**src/rtl/hk_apb_arbiter_if.sv**
```systemverilog
// Bus bundle for the housekeeping APB arbiter: two APB requester ports
// plus the Wishbone master side that drives the housekeeping block.
interface hk_apb_arbiter_if #(
  parameter int W_ADDR = 32
);
  logic [W_ADDR-1:0] s0_paddr;
  logic              s0_psel;
  logic              s0_penable;
  logic              s0_pwrite;
  logic [31:0]       s0_pwdata;
  logic              s0_pready;
  logic [31:0]       s0_prdata;
  logic              s0_pslverr;

  logic [W_ADDR-1:0] s1_paddr;
  logic              s1_psel;
  logic              s1_penable;
  logic              s1_pwrite;
  logic [31:0]       s1_pwdata;
  logic              s1_pready;
  logic [31:0]       s1_prdata;
  logic              s1_pslverr;

  logic              wb_cyc_o;
  logic              wb_stb_o;
  logic              wb_we_o;
  logic [3:0]        wb_sel_o;
  logic [W_ADDR-1:0] wb_adr_o;
  logic [31:0]       wb_dat_o;
  logic [31:0]       wb_dat_i;
  logic              wb_ack_i;

  // The arbiter is the APB completer for both requesters and the WB initiator
  modport slave (
    input  s0_paddr, s0_psel, s0_penable, s0_pwrite, s0_pwdata,
    output s0_pready, s0_prdata, s0_pslverr,
    input  s1_paddr, s1_psel, s1_penable, s1_pwrite, s1_pwdata,
    output s1_pready, s1_prdata, s1_pslverr,
    output wb_cyc_o, wb_stb_o, wb_we_o, wb_sel_o, wb_adr_o, wb_dat_o,
    input  wb_dat_i, wb_ack_i
  );

  modport master (
    output s0_paddr, s0_psel, s0_penable, s0_pwrite, s0_pwdata,
    input  s0_pready, s0_prdata, s0_pslverr,
    output s1_paddr, s1_psel, s1_penable, s1_pwrite, s1_pwdata,
    input  s1_pready, s1_prdata, s1_pslverr,
    input  wb_cyc_o, wb_stb_o, wb_we_o, wb_sel_o, wb_adr_o, wb_dat_o,
    output wb_dat_i, wb_ack_i
  );
endinterface

```
**src/rtl/hk_apb_arbiter.sv**
```systemverilog
// Round-robin arbiter sharing the housekeeping Wishbone port between two APB
// requesters, with one outstanding WB cycle and a no-ack timeout watchdog.
module hk_apb_arbiter #(
  parameter int W_ADDR         = 32,
  parameter int TIMEOUT_CYCLES = 255
) (
  input  logic             clk,
  input  logic             rst_n,
  hk_apb_arbiter_if.slave  bus,
  output logic [7:0]       timeout_count
);

  localparam int TW = (TIMEOUT_CYCLES < 1) ? 1 : $clog2(TIMEOUT_CYCLES + 1);
  localparam bit TIMEOUT_EN = (TIMEOUT_CYCLES != 0);
  localparam logic [TW-1:0] TIMER_LAST = TW'((TIMEOUT_CYCLES > 0) ? TIMEOUT_CYCLES - 1 : 0);

  typedef enum logic [1:0] {
    IDLE = 2'd0,
    BUS  = 2'd1,
    RESP = 2'd2
  } state_t;

  state_t            state;
  logic              grant;
  logic              last_grant;
  logic [W_ADDR-1:0] adr_q;
  logic [31:0]       wdat_q;
  logic              we_q;
  logic              cyc_q;
  logic [31:0]       rdata;
  logic              err;
  logic [TW-1:0]     timer;

  logic any_req;
  logic pick;
  logic gsel;
  logic gen;
  logic resp_hit;

  // On a tie the port that was not served last wins, giving strict alternation
  always_comb begin
    any_req  = bus.s0_psel | bus.s1_psel;
    pick     = (bus.s0_psel & bus.s1_psel) ? ~last_grant : bus.s1_psel;
    gsel     = grant ? bus.s1_psel    : bus.s0_psel;
    gen      = grant ? bus.s1_penable : bus.s0_penable;
    resp_hit = (state == RESP) & gsel & gen;
  end

  always_ff @(posedge clk or negedge rst_n) begin
    if (!rst_n) begin
      state         <= IDLE;
      grant         <= 1'b0;
      last_grant    <= 1'b1;
      adr_q         <= '0;
      wdat_q        <= '0;
      we_q          <= 1'b0;
      cyc_q         <= 1'b0;
      rdata         <= '0;
      err           <= 1'b0;
      timer         <= '0;
      timeout_count <= '0;
    end else begin
      case (state)
        IDLE: begin
          if (any_req) begin
            grant  <= pick;
            adr_q  <= pick ? bus.s1_paddr  : bus.s0_paddr;
            wdat_q <= pick ? bus.s1_pwdata : bus.s0_pwdata;
            we_q   <= pick ? bus.s1_pwrite : bus.s0_pwrite;
            timer  <= '0;
            cyc_q  <= 1'b1;
            state  <= BUS;
          end
        end
        BUS: begin
          if (timer != '1) begin
            timer <= timer + 1'b1;
          end
          // An ack landing in the final timeout cycle still completes normally
          if (bus.wb_ack_i) begin
            rdata <= we_q ? 32'd0 : bus.wb_dat_i;
            err   <= 1'b0;
            cyc_q <= 1'b0;
            state <= RESP;
          end else if (TIMEOUT_EN && (timer == TIMER_LAST)) begin
            rdata <= '0;
            err   <= 1'b1;
            cyc_q <= 1'b0;
            if (timeout_count != 8'hFF) begin
              timeout_count <= timeout_count + 8'd1;
            end
            state <= RESP;
          end
        end
        RESP: begin
          if (!gsel || gen) begin
            last_grant <= grant;
            state      <= IDLE;
          end
        end
        default: state <= IDLE;
      endcase
    end
  end

  assign bus.wb_cyc_o = cyc_q;
  assign bus.wb_stb_o = cyc_q;
  assign bus.wb_we_o  = we_q;
  assign bus.wb_sel_o = 4'hF;
  assign bus.wb_adr_o = adr_q;
  assign bus.wb_dat_o = wdat_q;

  // Only the granted port ever sees a response; the other is held in wait states
  assign bus.s0_pready  = resp_hit & ~grant;
  assign bus.s0_prdata  = (resp_hit & ~grant) ? rdata : 32'd0;
  assign bus.s0_pslverr = resp_hit & ~grant & err;
  assign bus.s1_pready  = resp_hit & grant;
  assign bus.s1_prdata  = (resp_hit & grant) ? rdata : 32'd0;
  assign bus.s1_pslverr = resp_hit & grant & err;

endmodule

```
**src/flat_wrapper.sv**
```systemverilog
// flat-port wrapper written by rule: the top's interface ports become plain ports
module hk_apb_arbiter_flat 
#(
  parameter int W_ADDR         = 32,
  parameter int TIMEOUT_CYCLES = 255
)
  (clk, rst_n, timeout_count, bus_s0_paddr, bus_s0_psel, bus_s0_penable, bus_s0_pwrite, bus_s0_pwdata, bus_s0_pready, bus_s0_prdata, bus_s0_pslverr, bus_s1_paddr, bus_s1_psel, bus_s1_penable, bus_s1_pwrite, bus_s1_pwdata, bus_s1_pready, bus_s1_prdata, bus_s1_pslverr, bus_wb_cyc_o, bus_wb_stb_o, bus_wb_we_o, bus_wb_sel_o, bus_wb_adr_o, bus_wb_dat_o, bus_wb_dat_i, bus_wb_ack_i);
  hk_apb_arbiter_if #(.W_ADDR(W_ADDR)) bus_i ();
  input  logic clk;
  input  logic rst_n;
  output logic [7:0] timeout_count;
  input wire logic [$bits(bus_i.s0_paddr)-1:0] bus_s0_paddr;
  input wire logic [$bits(bus_i.s0_psel)-1:0] bus_s0_psel;
  input wire logic [$bits(bus_i.s0_penable)-1:0] bus_s0_penable;
  input wire logic [$bits(bus_i.s0_pwrite)-1:0] bus_s0_pwrite;
  input wire logic [$bits(bus_i.s0_pwdata)-1:0] bus_s0_pwdata;
  output wire logic [$bits(bus_i.s0_pready)-1:0] bus_s0_pready;
  output wire logic [$bits(bus_i.s0_prdata)-1:0] bus_s0_prdata;
  output wire logic [$bits(bus_i.s0_pslverr)-1:0] bus_s0_pslverr;
  input wire logic [$bits(bus_i.s1_paddr)-1:0] bus_s1_paddr;
  input wire logic [$bits(bus_i.s1_psel)-1:0] bus_s1_psel;
  input wire logic [$bits(bus_i.s1_penable)-1:0] bus_s1_penable;
  input wire logic [$bits(bus_i.s1_pwrite)-1:0] bus_s1_pwrite;
  input wire logic [$bits(bus_i.s1_pwdata)-1:0] bus_s1_pwdata;
  output wire logic [$bits(bus_i.s1_pready)-1:0] bus_s1_pready;
  output wire logic [$bits(bus_i.s1_prdata)-1:0] bus_s1_prdata;
  output wire logic [$bits(bus_i.s1_pslverr)-1:0] bus_s1_pslverr;
  output wire logic [$bits(bus_i.wb_cyc_o)-1:0] bus_wb_cyc_o;
  output wire logic [$bits(bus_i.wb_stb_o)-1:0] bus_wb_stb_o;
  output wire logic [$bits(bus_i.wb_we_o)-1:0] bus_wb_we_o;
  output wire logic [$bits(bus_i.wb_sel_o)-1:0] bus_wb_sel_o;
  output wire logic [$bits(bus_i.wb_adr_o)-1:0] bus_wb_adr_o;
  output wire logic [$bits(bus_i.wb_dat_o)-1:0] bus_wb_dat_o;
  input wire logic [$bits(bus_i.wb_dat_i)-1:0] bus_wb_dat_i;
  input wire logic [$bits(bus_i.wb_ack_i)-1:0] bus_wb_ack_i;
  assign bus_i.s0_paddr = bus_s0_paddr;
  assign bus_i.s0_psel = bus_s0_psel;
  assign bus_i.s0_penable = bus_s0_penable;
  assign bus_i.s0_pwrite = bus_s0_pwrite;
  assign bus_i.s0_pwdata = bus_s0_pwdata;
  assign bus_s0_pready = bus_i.s0_pready;
  assign bus_s0_prdata = bus_i.s0_prdata;
  assign bus_s0_pslverr = bus_i.s0_pslverr;
  assign bus_i.s1_paddr = bus_s1_paddr;
  assign bus_i.s1_psel = bus_s1_psel;
  assign bus_i.s1_penable = bus_s1_penable;
  assign bus_i.s1_pwrite = bus_s1_pwrite;
  assign bus_i.s1_pwdata = bus_s1_pwdata;
  assign bus_s1_pready = bus_i.s1_pready;
  assign bus_s1_prdata = bus_i.s1_prdata;
  assign bus_s1_pslverr = bus_i.s1_pslverr;
  assign bus_wb_cyc_o = bus_i.wb_cyc_o;
  assign bus_wb_stb_o = bus_i.wb_stb_o;
  assign bus_wb_we_o = bus_i.wb_we_o;
  assign bus_wb_sel_o = bus_i.wb_sel_o;
  assign bus_wb_adr_o = bus_i.wb_adr_o;
  assign bus_wb_dat_o = bus_i.wb_dat_o;
  assign bus_i.wb_dat_i = bus_wb_dat_i;
  assign bus_i.wb_ack_i = bus_wb_ack_i;
  hk_apb_arbiter #(.W_ADDR(W_ADDR), .TIMEOUT_CYCLES(TIMEOUT_CYCLES)) u_core (.clk(clk), .rst_n(rst_n), .bus(bus_i), .timeout_count(timeout_count));
endmodule
```
**config.mk**
```make
export PLATFORM = sky130hd
export DESIGN_NAME = hk_apb_arbiter_flat
export DESIGN_NICKNAME = d
export VERILOG_FILES = /design/src/rtl/hk_apb_arbiter_if.sv /design/src/rtl/hk_apb_arbiter.sv /design/src/flat_wrapper.sv
export SDC_FILE = /design/constraint.sdc
export NUM_CORES = 1
export LEC_CHECK = 0
export CAP_MARGIN = 20
export CORE_AREA = 2 2 121 123
export CTS_CLUSTER_DIAMETER = 100
export DETAILED_ROUTE_END_ITERATION = 7
export DIE_AREA = 0 0 123 125
export MAX_ROUTING_LAYER = met4
export PLACE_DENSITY = 0.95
export SETUP_SLACK_MARGIN = 0.02
export SKIP_CTS_REPAIR_TIMING = 1
export SLEW_MARGIN = 40
export SYNTH_ARGS = -nofsm -noshare
export SYNTH_HDL_FRONTEND = slang
export SYNTH_SLANG_ARGS = --single-unit
```
**constraint.sdc**
```tcl
create_clock -name clk -period 5.03 [get_ports clk]
set_input_delay 1.006 -clock clk [delete_from_list [all_inputs] [get_ports clk]]
set_output_delay 1.006 -clock clk [all_outputs]
set_load 0.1 [all_outputs]
```
==> results of run 1 <==
## per-layer routing
layer and GRT usage [%]:
met5 -, met4 8.89, met1 28.2, met2 44.3, met3 5.98
## per-stage QoR
step           TNS [ns]  setup slack, ns  area (um^2)  util [%]
2_1_floorplan     -3.59           -0.121         5990         -
3_3_place_gp          0            0.949         9050      63.7
3_5_place_dp          0             1.17         8710      61.4
4_1_cts               0             1.17         9290      65.4
5_1_grt               0             1.06         9290      65.4
## kinds of logic after synthesis
family / count (synthesis)
xor gates and xnor gates: 6
AOI/OAI and AO/OA: 122
muxes: 68
buffers and inverters: 93
DFF: 119
and+or+nand+nor: 210
other: 1
adders and majority gates: 3
==> results.json, run 1 <==
{
  "status": "aborted with a tool error",
  "yosys.area.top_type_share_pct": 49.4,
  "cts_root_buf": "clkbuf_16",
  "netlist_area_um2": 5980,
  "synthMuxAreaShare_pct": 11.5,
  "synthCells": 622,
  "cts_sinks": 119,
  "seq_area_frac_synth_pct": 49.8,
  "cts_max_level": 4,
  "synth_compound_area_share_pct": 10.9,
  "synth.avg_cell_area_um2": 9.61,
  "placed_cells": 1076,
  "gp_congestion": 0.907,
  "antenna_found_initial": 0,
  "start_util_pct": 42.1,
  "synth_top_family_by_area": "simple AND/OR/NAND/NOR gates",
  "grt_pass1_vias": 5730,
  "synth-async-reset-ratio_pct": 100,
  "num_io_pins": 316,
  "die_x_um": 123,
  "gr-usage-all-layers_pct": 25.4,
  "grt_pass1_wl_um": 29200,
  "num_rows": 44,
  "yosys-top-cells-count": "dfrtp_1, o21ai_0, nand2_1",
  "grt_max_degree": 95,
  "synth_area_leaders": "dfrtp_1, mux2i_1, o21ai_0",
  "synthSimpleGateAreaFrac_pct": 19.6,
  "hpwl_um": 14300,
  "die_h_um": 125,
  "overflow": 0,
  "stop_stage": "detailed routing",
  "synth_edf_count": 0,
  "port_buffers": 311,
  "yosysUniqueCellTypes": 42,
  "yosysWarningCount": 0,
  "clock_path_buffers": 2,
  "error": "[ERROR DRT-0255] Maze Route cannot find path of net clk in worker of routeBox ( 96600 0 ) ( 123000 48300 ).",
  "cts_buffers": 17,
  "synth-seq-cells": 119,
  "synth_largest_area_cell": "dfrtp_1",
  "synth_xor_area_share_pct": 0.879,
  "synthAdderAreaFrac_pct": 0.628,
  "synth.most_common_cell": "dfrtp_1",
  "ys.flop_type": "dfrtp_1"
}
==> run 2: changes to the inputs <==
- CORE_AREA: 2 2 121 123 -> not set
- CORE_UTILIZATION: not set -> 40
- CTS_CLUSTER_DIAMETER: 100 -> not set
- DIE_AREA: 0 0 123 125 -> not set
- MAX_ROUTING_LAYER: met4 -> not set
- PLACE_DENSITY: 0.95 -> not set
- PLACE_DENSITY_LB_ADDON: not set -> 0.15
- SETUP_SLACK_MARGIN: 0.02 -> not set
==> results.json, run 2 <==
{
  "r2r_end": "u_core.timer[7]$_DFFE_PN0P_",
  "pre_cts_ws_ns": 1.15,
  "rsz0062_at_grt": "no",
  "r2r_slack_ns": 2.82,
  "wl_per_cell_um": 16.2,
  "finalWorstSetupSlack_ns": 1.14,
  "relSlewSlack_pct": 46.4,
  "layout.nets": 1080,
  "cts_buffers": 17,
  "peakVddDrop_mv": 0.442,
  "slowest_stage": "clkdlybuf4s50_1",
  "pwr-share-seq_pct": 25.2,
  "seq_area_frac_synth_pct": 49.8,
  "p_int_mw": 2.77,
  "cp-endpoint": "bus_s0_pslverr",
  "required_ns": 4.02,
  "gp_congestion": 0.829,
  "layout_common_cells": "clkdlybuf4s50_1, dfrtp_1, o21ai_0",
  "placed_cells": 1073,
  "yosysWarningCount": 0,
  "vias_per_cell": 5.15,
  "first_iter_violations": 254,
  "cp-start-kind": "input pin",
  "grt_pass1_wl_um": 28900,
  "synth_largest_area_cell": "dfrtp_1",
  "cpPeakStageDelay_ns": 0.64,
  "fin_total_pwr_mw": 6.32,
  "ys.flop_type": "dfrtp_1",
  "drive_above_1_share_pct": 20.8,
  "die_h_um": 124,
  "antenna_cells": 0,
  "min_path_type": "reg2reg",
  "worstPathMaxFanout": 33,
  "yosys.area.top_type_share_pct": 49.4,
  "skew_ns": 0.00708,
  "num_io_pins": 316,
  "grt_pass1_vias": 5692,
  "vias": 5675,
  "leakagePower_nw": 4.25,
  "synth.most_common_cell": "dfrtp_1",
  "clock_path_buffers": 2,
  "timing.rr.start": "u_core.state[1]$_DFFE_PN0P_",
  "fin_hold_ws_ns": 0.469,
  "synth_edf_count": 0,
  "power_density_nw_per_um2": 684,
  "synth.avg_cell_area_um2": 9.61,
  "yosysUniqueCellTypes": 42,
  "synth_area_leaders": "dfrtp_1, mux2i_1, o21ai_0",
  "maxSlewViolCount": 0,
  "start_util_pct": 41.1,
  "rr_worst_depth": 5,
  "power_frac_comb_pct": 56.9,
  "worstMarginPinSlew_ns": 0.805,
  "gr-usage-all-layers_pct": 23.8,
  "hold_violations": 0,
  "grt_max_degree": 69,
  "final.period_utilization_pct": 77.3,
  "fmax_ghz": 0.257,
  "synth-seq-cells": 119,
  "port_buffers": 311,
  "swShare_pct": 56.2,
  "critical_path_class": "in2out",
  "cp-end-kind": "primary output",
  "clkPwrFrac_pct": 17.9,
  "overflow": 0,
  "antenna_found_initial": 0,
  "area_growth_pct": 54.6,
  "cp.arrival_ns": 2.88,
  "path_clk_slew_ns": 0.05,
  "netlist_area_um2": 5980,
  "n_fill_cell": 1237,
  "startpoint": "bus_s0_psel",
  "clk_latency_ns": 0.41,
  "ant_nets": 0,
  "finalSetupTns_ns": 0,
  "utilization_pct": 63.6,
  "fin_cells": 1102,
  "firstDrtPassIters": 5,
  "timing.final.crit_period_ns": 3.89,
  "drt-total-wl_um": 17800,
  "place_area_um2": 8680,
  "drv_cap": 0,
  "cts_tree": "yes",
  "drcViolationCount": 0,
  "setup_viol": 0,
  "synthCells": 622,
  "p_switching_mw": 3.55,
  "die_x_um": 124,
  "cts_root_buf": "clkbuf_16",
  "crit_path_cell_trace": "clkdlybuf4s50_1 > nand2_2 > nor3_1 > and2_1 > buf_4",
  "die_area_um2": 15400,
  "final_common_cell": "clkdlybuf4s50_1",
  "synth-async-reset-ratio_pct": 100,
  "cts_sinks": 119,
  "hpwl_um": 13500,
  "fin_area_um2": 9240,
  "status": "completed",
  "yosys-top-cells-count": "dfrtp_1, o21ai_0, nand2_1",
  "coreArea_um2": 14500,
  "num_rows": 44,
  "cts_max_level": 4
}
## run 2: power by group through the flow
stage	logic [mW]	clock network [mW]	registers [mW]
finish	3.59	1.13	1.59
detailed placement	3.61	0	1.60
global placement	3.80	0	1.59
floorplan	1.02	0	3.42
CTS	3.61	1.16	1.59
global route	3.78	1.20	1.64
## run 2: layer usage
metal  vias up  wire, um  GRT usage (%)
met4         0       388           9.78
li1       2767         -              -
met3        29      1210           6.59
met2       253      9090           41.3
met5         -         0              0
met1      2626      7140           27.4
## run 2: cell type report
cell class	instances	area, um^2	share of cell area [%]
Tap cell	184	230	2.49
Clock inverter	3	40.0	0.433
Sequential cell	119	2980	32.2
Inverter	35	131	1.42
Timing Repair Buffer	322	2690	29.1
Clock buffer	26	519	5.62
Multi-Input combinational cell	413	2660	28.7
## run 2: worst min-delay path by stage
stage | end | cells past startpoint | from
after floorplan | u_core.err$_DFFE_PN0P_ | 2 | u_core.err$_DFFE_PN0P_
after global placement | u_core.bus.wb_adr_o[4]$_DFFE_PN0P_ | 2 | u_core.bus.wb_adr_o[4]$_DFFE_PN0P_
after detailed placement | u_core.bus.wb_dat_o[2]$_DFFE_PN0P_ | 2 | u_core.bus.wb_dat_o[2]$_DFFE_PN0P_
after CTS | u_core.bus.wb_dat_o[2]$_DFFE_PN0P_ | 2 | u_core.bus.wb_dat_o[2]$_DFFE_PN0P_
after global routing | u_core.bus.wb_dat_o[2]$_DFFE_PN0P_ | 2 | u_core.bus.wb_dat_o[2]$_DFFE_PN0P_
final | u_core.bus.wb_dat_o[5]$_DFFE_PN0P_ | 2 | u_core.bus.wb_dat_o[5]$_DFFE_PN0P_
## run 2: critical path: cells and delay by family
kind	cells	cell delay, ns
simple gates	3	0.94
buf+inv	2	0.92
## run 2: cells by family after synthesis
logic type	synth area share, %
simple gates	19.6
compound gates	10.9
flops	49.8
buf+inv	6.59
mux	11.5
xor+xnor	0.879
fa+ha+maj	0.628
other cells	0.0627
No activity file was read; power rests on OpenSTA's default activity.
==> run 3: changes to the inputs <==
- CORE_UTILIZATION: 40 -> 36
- clock period: 5.03 -> 3.4 ns (I/O delays scaled with it)
==> results.json, run 3 (same netlist as run 2, synthesis figures left out) <==
{
  "relSlewSlack_pct": 57.1,
  "power_density_nw_per_um2": 935,
  "placed_cells": 1117,
  "coreArea_um2": 16100,
  "timing.final.crit_period_ns": 3.00,
  "num_io_pins": 316,
  "start_util_pct": 37.2,
  "status": "completed",
  "gr-usage-all-layers_pct": 23.8,
  "grt_pass1_wl_um": 30600,
  "gp_congestion": 0.801,
  "finalSetupTns_ns": 0,
  "cts_root_buf": "clkbuf_16",
  "drt-total-wl_um": 19800,
  "cts_buffers": 17,
  "grt_pass1_vias": 5699,
  "cp-start-kind": "input pin",
  "place_area_um2": 10000,
  "required_ns": 2.72,
  "worstMarginPinSlew_ns": 0.643,
  "fin_total_pwr_mw": 9.93,
  "min_path_type": "in2async",
  "hpwl_um": 15100,
  "die_x_um": 131,
  "cp-end-kind": "primary output",
  "drcViolationCount": 0,
  "vias": 5815,
  "clock_path_buffers": 2,
  "regArea_um2": 2980,
  "antenna_found_initial": 1,
  "pre_cts_ws_ns": 0.391,
  "clk_latency_ns": 0.41,
  "hold_violations": 0,
  "area_growth_pct": 77.7,
  "cts_sinks": 119,
  "layout_common_cells": "clkdlybuf4s50_1, dfrtp_1, o21ai_0",
  "rr_worst_depth": 4,
  "worstPathMaxFanout": 33,
  "n_fill_cell": 1231,
  "finalWorstSetupSlack_ns": 0.401,
  "leakagePower_nw": 4.56,
  "cts_max_level": 4,
  "vias_per_cell": 5.07,
  "fin_cells": 1148,
  "firstDrtPassIters": 5,
  "multi_input_area_um2": 2860,
  "rsz0062_at_grt": "no",
  "overflow": 0,
  "setup_viol": 0,
  "fmax_ghz": 0.333,
  "final.period_utilization_pct": 88.2,
  "wl_per_cell_um": 17.2,
  "critical_path_class": "in2out",
  "maxSlewViolCount": 0,
  "layout.nets": 1092,
  "fin_area_um2": 10600,
  "die_area_um2": 17100,
  "grt_max_degree": 85,
  "cts_tree": "yes",
  "skew_ns": 0.00677,
  "cp.arrival_ns": 2.32,
  "num_rows": 46,
  "path_clk_slew_ns": 0.05,
  "drv_cap": 0,
  "port_buffers": 311,
  "drive_above_1_share_pct": 26.1,
  "ant_nets": 0,
  "first_iter_violations": 316,
  "peakVddDrop_mv": 0.860,
  "final_common_cell": "clkdlybuf4s50_1",
  "die_h_um": 131
}
## run 3: changes by cell type in the layout (fill, tap and decap cells not counted), moves of 9 or more
cell	before	now
buf_2	75	20
buf_12	3	72
nor3_2	0	29
nor4_2	0	9
nor3_1	33	4
nor4_1	33	24
## run 3: path summary, 6_finish.rpt
| path | from | to | slack [ns] |
|---|---|---|---|
| max in group asynchronous | rst_n | u_core.last_grant$_DFFE_PN1P_ | 2.35 |
| worst max register to register | u_core.state[1]$_DFFE_PN0P_ | u_core.timer[7]$_DFFE_PN0P_ | 1.41 |
| worst min-delay path | rst_n | u_core.rdata[26]$_DFFE_PN0P_ | 0.29 |
| worst max-delay path | bus_s0_penable | bus_s0_pslverr | 0.40 |
| min in group clk | u_core.bus.wb_dat_o[31]$_DFFE_PN0P_ | u_core.bus.wb_dat_o[31]$_DFFE_PN0P_ | 0.48 |
| worst min register to register | u_core.bus.wb_dat_o[31]$_DFFE_PN0P_ | u_core.bus.wb_dat_o[31]$_DFFE_PN0P_ | 0.48 |
## run 3: area by class of cell
type	count	share of cell area (%)
multi-input cells	413	26.9
flip-flops and latches	119	28.0
well taps	216	2.54
clock buffers	22	4.56
repair buffers	334	35.5
clock inverters	8	1.14
inverters	35	1.24
diodes	1	0.0236
## run 3: stage by stage
stage	util, %	hold WS [ns]
3_3_place_gp	62.9	0.462
3_5_place_dp	62.3	0.467
2_1_floorplan	-	0.384
6_report	66.2	0.291
5_1_grt	66.1	0.339
4_1_cts	66.1	0.311
## run 3: power by group
group          internal, mW  switching [mW]  leakage (nW)
Combinational          1.26            4.48          2.75
Clock                  1.22           0.620         0.298
Sequential             2.01           0.341          1.50
Total                  4.49            5.44          4.56
## run 3: critical path, stage by stage
cell and delay (ns):
clkdlybuf4s50_1 0.51, nand2_1 0.07, buf_4 0.26, nor3_1 0.36, and2_1 0.25, buf_12 0.19
## run 3: routing by layer
| metal | share of wire (%) | track usage [%] |
|---|---|---|
| met5 | 0 | 0 |
| met4 | 2.8 | 10.1 |
| met3 | 6.0 | 5.09 |
| met2 | 51 | 41.1 |
| met1 | 40 | 28.6 |
